==> config.mk <==
export PLATFORM = sky130hd
export DESIGN_NAME = arb_mux_nx_flat
export DESIGN_NICKNAME = d
export VERILOG_FILES = /design/src/rtl/arb_mux_nx_if.sv /design/src/rtl/arb_mux_nx.sv /design/src/flat_wrapper.sv
export SDC_FILE = /design/constraint.sdc
export NUM_CORES = 1
export LEC_CHECK = 0
export ABC_CLOCK_PERIOD_IN_PS = 4100
export CORE_MARGIN = 1
export CORE_UTILIZATION = 35
export CTS_CLUSTER_SIZE = 8
export DETAILED_ROUTE_END_ITERATION = 16
export DONT_BUFFER_PORTS = 1
export PLACE_DENSITY_LB_ADDON = 0.15
export SYNTH_ARGS = -nofsm -noshare
export SYNTH_HDL_FRONTEND = slang
export SYNTH_SLANG_ARGS = --single-unit
==> constraint.sdc <==
create_clock -name CLK -period 4.1 [get_ports CLK]
set_input_delay 0.41 -clock CLK [delete_from_list [all_inputs] [get_ports CLK]]
set_output_delay 0.41 -clock CLK [all_outputs]
set_load 0.005 [all_outputs]
==> src/rtl/arb_mux_nx_if.sv <==
// Handshake bus for arb_mux_nx: N packed input channels in, one registered output channel out.
// The master side drives the channels and consumes Y. The slave side is the arbiter itself.
interface arb_mux_nx_if #(
    parameter int WIDTH = 32,
    parameter int N     = 4
);
    localparam int SW = (N > 1) ? $clog2(N) : 1;

    logic [N*WIDTH-1:0] A;
    logic [N-1:0]       AV;
    logic [N-1:0]       AR;
    logic [SW-1:0]      S;
    logic               MODE;
    logic [WIDTH-1:0]   Y;
    logic               YV;
    logic               YR;
    logic [SW-1:0]      GNT;

    modport master (
        output A, AV, S, MODE, YR,
        input  AR, Y, YV, GNT
    );

    modport slave (
        input  A, AV, S, MODE, YR,
        output AR, Y, YV, GNT
    );
endinterface

==> src/rtl/arb_mux_nx.sv <==
// N-channel registered selector with valid/ready handshakes. The channel is chosen
// either by a fixed select (MODE=0) or by round-robin arbitration (MODE=1).
module arb_mux_nx #(
    parameter int WIDTH = 32,
    parameter int N     = 4
) (
    input  logic        CLK,
    input  logic        CLRN,
    arb_mux_nx_if.slave bus
);
    localparam int SW = (N > 1) ? $clog2(N) : 1;

    logic [WIDTH-1:0] y_q, y_d;
    logic             yv_q, yv_d;
    logic [SW-1:0]    gnt_q, gnt_d;
    logic [SW-1:0]    ptr_q, ptr_d;

    logic             ld;
    logic             cand_vld;
    logic [SW-1:0]    cand_idx;
    logic [WIDTH-1:0] cand_dat;
    logic [N-1:0]     ar;

    // The output register can take a word when it is empty or is being drained this cycle
    assign ld = ~yv_q | bus.YR;

    always_comb begin
        int j;
        cand_vld = 1'b0;
        cand_idx = '0;
        j        = 0;
        if (!bus.MODE) begin
            // A select value of N or more matches no channel, so nothing is chosen
            for (int i = 0; i < N; i++) begin
                if (bus.S == SW'(i) && bus.AV[i]) begin
                    cand_vld = 1'b1;
                    cand_idx = SW'(i);
                end
            end
        end else begin
            // Search starts one past the last grant, so the last winner is checked last
            for (int k = 1; k <= N; k++) begin
                j = (int'(ptr_q) + k) % N;
                if (!cand_vld && bus.AV[j]) begin
                    cand_vld = 1'b1;
                    cand_idx = SW'(j);
                end
            end
        end
    end

    always_comb begin
        cand_dat = '0;
        ar       = '0;
        for (int i = 0; i < N; i++) begin
            if (cand_idx == SW'(i)) begin
                cand_dat = bus.A[i*WIDTH +: WIDTH];
                ar[i]    = CLRN & ld & cand_vld;
            end
        end
    end

    always_comb begin
        y_d   = y_q;
        yv_d  = yv_q;
        gnt_d = gnt_q;
        ptr_d = ptr_q;
        if (ld) begin
            if (cand_vld) begin
                y_d   = cand_dat;
                yv_d  = 1'b1;
                gnt_d = cand_idx;
                if (bus.MODE) ptr_d = cand_idx;
            end else begin
                yv_d = 1'b0;
            end
        end
    end

    always_ff @(posedge CLK or negedge CLRN) begin
        if (!CLRN) begin
            y_q   <= '0;
            yv_q  <= 1'b0;
            gnt_q <= '0;
            ptr_q <= SW'(N-1);
        end else begin
            y_q   <= y_d;
            yv_q  <= yv_d;
            gnt_q <= gnt_d;
            ptr_q <= ptr_d;
        end
    end

    assign bus.AR  = ar;
    assign bus.Y   = y_q;
    assign bus.YV  = yv_q;
    assign bus.GNT = gnt_q;
endmodule
==> src/flat_wrapper.sv <==
// flat-port wrapper written by rule: the top's interface ports become plain ports
module arb_mux_nx_flat 
#(
    parameter int WIDTH = 32,
    parameter int N     = 4
)
  (CLK, CLRN, bus_A, bus_AV, bus_S, bus_MODE, bus_YR, bus_AR, bus_Y, bus_YV, bus_GNT);
  arb_mux_nx_if #(.WIDTH(WIDTH), .N(N)) bus_i ();
  input  logic CLK;
  input  logic CLRN;
  input wire logic [$bits(bus_i.A)-1:0] bus_A;
  input wire logic [$bits(bus_i.AV)-1:0] bus_AV;
  input wire logic [$bits(bus_i.S)-1:0] bus_S;
  input wire logic [$bits(bus_i.MODE)-1:0] bus_MODE;
  input wire logic [$bits(bus_i.YR)-1:0] bus_YR;
  output wire logic [$bits(bus_i.AR)-1:0] bus_AR;
  output wire logic [$bits(bus_i.Y)-1:0] bus_Y;
  output wire logic [$bits(bus_i.YV)-1:0] bus_YV;
  output wire logic [$bits(bus_i.GNT)-1:0] bus_GNT;
  assign bus_i.A = bus_A;
  assign bus_i.AV = bus_AV;
  assign bus_i.S = bus_S;
  assign bus_i.MODE = bus_MODE;
  assign bus_i.YR = bus_YR;
  assign bus_AR = bus_i.AR;
  assign bus_Y = bus_i.Y;
  assign bus_YV = bus_i.YV;
  assign bus_GNT = bus_i.GNT;
  arb_mux_nx #(.WIDTH(WIDTH), .N(N)) u_core (.CLK(CLK), .CLRN(CLRN), .bus(bus_i));
endmodule
==> flow_summary.ini <==
[outcome]
status = finished, final reports clean

[timing]
fin_tns_setup_ps = 0
fin_crit_ps = 3121
holdWs_ps = 237.1
maxSlewViolCount = 0
tightest_slew_ps = 752.1
relSlewSlack_pct = 49.86
fin_worst_skew_ps = 5.518
period_share_pct = 76.11
grt_setup_unrepaired = no
finalSetupViolations = 0
fmax_ghz = 0.3205
fin_ws_ps = 979.4
hold_viol = 0

[pwr]
power_switching_uw = 853.5
p_seq_share_pct = 33.2
clock_power_share_pct = 19.1
power_leakage_nw = 1.260
powerDensity_nw_per_um2 = 474.1
power_frac_comb_pct = 47.8
p_sw_share_pct = 46.22
ir_drop_v = 0.0002064
internal_power_uw = 993.0

[final_layout]
syn_to_final_growth_pct = 1.965
nFillCells = 1139
fin_util_pct = 37.23
drive_gt1_share_pct = 11.59
antennaDiodeCount = 0
layout.cells.non_filler = 576
final_nets = 577

[floorplanning]
chipWidth_microns = 106.5
core.rowCount = 37
initial_utilization_pct = 36.51
die_y_microns = 106.5
ios = 177
die-area_sq_um = 11340
core_region_area_sq_um = 10460

[worst_hold_path]
hold_class = input port to flop

[setup_path]
path_max_fanout = 65
required_ps = 3690
slowest_delay_ps = 590
critical_path_class = flop to output port
critPathSlowestCell = dfstp_2
cp_top_family = simple AND/OR/NAND/NOR gates
worstPathArrival_ps = 2710
end_kind = output port
worst_setup_path_start_kind = flop
crit_chain = and2_1 > o211a_2 > buf_4 > a21oi_1 > nor3_1
cp.buffers_inverters = 1

[route]
finalWirelength_microns = 14010
first_iter_violations = 353
vias = 4028
drtPass1Iterations = 5
drc = 0
antenna_left = 0
viasPerCell = 6.993
wl_per_cell_microns = 24.32

[synth]
seq_area_frac_synth_pct = 24.30
ys_top_cells_by_area = dfrtp_1 23%, a21oi_1 8.9%, o21ai_0 8.8%
ys_seq_elements = 37
ys_warn_count = 0
syn_area_sq_um = 3820
syn-num-nets = 628
yosysTopAreaCell = dfrtp_1
synthDistinctLibCells = 42
synth_top_area_share_pct = 22.93
synth_cells = 490
avgSynthCellArea_sq_um = 7.796

[grt]
grt_overflow = 0
grt_first_pass_wirelength_microns = 21790
grt_max_degree = 67
antenna_found_initial = 0
track_usage_pct = 24.37
grt_pass1_vias = 3895

[placed_design]
portBuffers = 0
dp_cells = 566
hpwl_microns = 9503
gp_congestion = 0.7983
dp_slack_ps = 1211

[clock_tree]
clkLatencyLatePin_ps = 300
cts.htree.levels = 2
ctsResizeCount = 0
post_cts_buffers = 0
postCtsHoldBufs = 2
cts_buffer_depth = 2
cts_buffers = 5
cts_root_buf = clkbuf_8
path_clk_slew_ps = 80
cts_tree = built
cts.sinks = 37

[run]
drv_cap = 0
-- area by class of cell --
| cell class | instances | area (sq um) | share of cell area [%] |
|---|---|---|---|
| multi-input combinational | 373 | 2515 | 64.57 |
| sequential | 37 | 928.4 | 23.84 |
| tap | 136 | 170.2 | 4.369 |
| timing repair buffer | 17 | 142.6 | 3.662 |
| clock buffer | 6 | 82.58 | 2.120 |
| clock inverter | 2 | 37.54 | 0.9637 |
| inverter | 5 | 18.77 | 0.4818 |
-- cell usage in the layout, fill, tap and decap left out, types with 2 or more instances in the layout --
cell type  synthesis  routed
nor4_1            32      32
mux2i_1            3       2
a21oi_1           68      68
buf_4              4      15
o31ai_1           32      32
o21ai_0           67      67
nand2b_1           4       3
nand2_1           39      39
a221oi_1          20      20
dfrtp_1           35      35
a221oi_2          12      12
nor2_1             5       4
clkbuf_8           0       6
o2111ai_1         33      33
inv_1              5       5
o2bb2ai_1         32      32
dfstp_2            2       2
nor3_1             4       4
-- logic make-up after synthesis --
group	count (synthesis)	share of synthesized area, %
compound gates	276	51.36
buf+inv	80	10.78
flops	37	24.30
mux	4	1.081
simple gates	93	12.48
-- registers in the layout, summed over array words and instances, names as in the netlist --
name	cells
u_core.bus.Y	32
u_core.bus.YV	1
u_core.bus.GNT	2
u_core.ptr_q	2
-- metrics by stage --
| stage | power (mW) | instance area, sq um |
|---|---|---|
| 2_1_floorplan | 1.317 | 3820 |
| 3_3_place_gp | 1.469 | 3745 |
| 3_5_place_dp | 1.484 | 3745 |
| 4_1_cts | 1.855 | 3895 |
| 5_1_grt | 1.982 | 3895 |
| 6_report | 1.847 | 3895 |
-- cells in the mapped netlist --
| library cell | count |
|---|---|
| buf_6 | 10 |
| dfrtp_1 | 35 |
| o31ai_1 | 32 |
| mux2_2 | 1 |
| nand3_2 | 1 |
| a31oi_2 | 1 |
| nor4_1 | 32 |
| buf_1 | 3 |
| a32o_1 | 1 |
| clkbuf_1 | 41 |
| nor2_1 | 5 |
| mux2i_1 | 3 |
| inv_1 | 5 |
| o31ai_4 | 1 |
| and3_1 | 1 |
| nand2b_1 | 4 |
| buf_4 | 4 |
| a21oi_1 | 68 |
| o22ai_1 | 2 |
| a21o_1 | 1 |
| and2b_1 | 1 |
| o211ai_1 | 1 |
| a31o_4 | 1 |
| a221oi_1 | 20 |
| and2_1 | 1 |
| dfstp_2 | 2 |
| o22a_1 | 1 |
| nor3_1 | 4 |
| o2bb2ai_1 | 32 |
| a221oi_2 | 12 |
| buf_2 | 17 |
| or2_1 | 1 |
| a32oi_1 | 1 |
| o211a_1 | 1 |
| nand3_1 | 1 |
| o21ai_1 | 1 |
| nor2b_1 | 1 |
| o2111ai_1 | 33 |
| nand2_1 | 39 |
| or3_1 | 1 |
| nor4_2 | 1 |
| o21ai_0 | 67 |
-- worst paths after layout --
kind,start,endpoint,slack [ps],cells past startpoint
max reg2reg,u_core.ptr_q[1],u_core.bus.Y[14],1250,6
min,bus_YR,u_core.bus.YV,240,1
max,u_core.ptr_q[1],bus_AR[2],980,5
max in group asynchronous,CLRN,u_core.ptr_q[1],3280,2
min in group asynchronous,CLRN,u_core.bus.Y[27],560,2
min reg2reg,u_core.bus.Y[14],u_core.bus.Y[14],510,2
-- routing by layer --
metal | wire length [microns] | GRT usage, % | up-vias
met5 | 0 | 0 | -
met4 | 295 | 8.611 | 0
met3 | 1351 | 6.867 | 22
met2 | 6583 | 39.05 | 194
met1 | 5777 | 31.17 | 1950
li1 | - | - | 1862
-- worst reg2reg max path: stages (launching register included) --
cell	delay [ps]
dfstp_2	590
and2_1	500
o211a_2	270
a21o_1	610
buf_4	410
a221oi_1	130
o31ai_1	240
-- power by group through the flow --
| stage | Clock, mW | Sequential [mW] | Combinational [mW] |
|---|---|---|---|
| 6_report | 0.352 | 0.613 | 0.882 |
| 5_1_grt | 0.379 | 0.631 | 0.972 |
| 4_1_cts | 0.363 | 0.616 | 0.875 |
| 3_5_place_dp | 0 | 0.622 | 0.862 |
| 3_3_place_gp | 0 | 0.619 | 0.850 |
| 2_1_floorplan | 0 | 0.583 | 0.733 |
No activity file was read; power rests on OpenSTA's default activity.
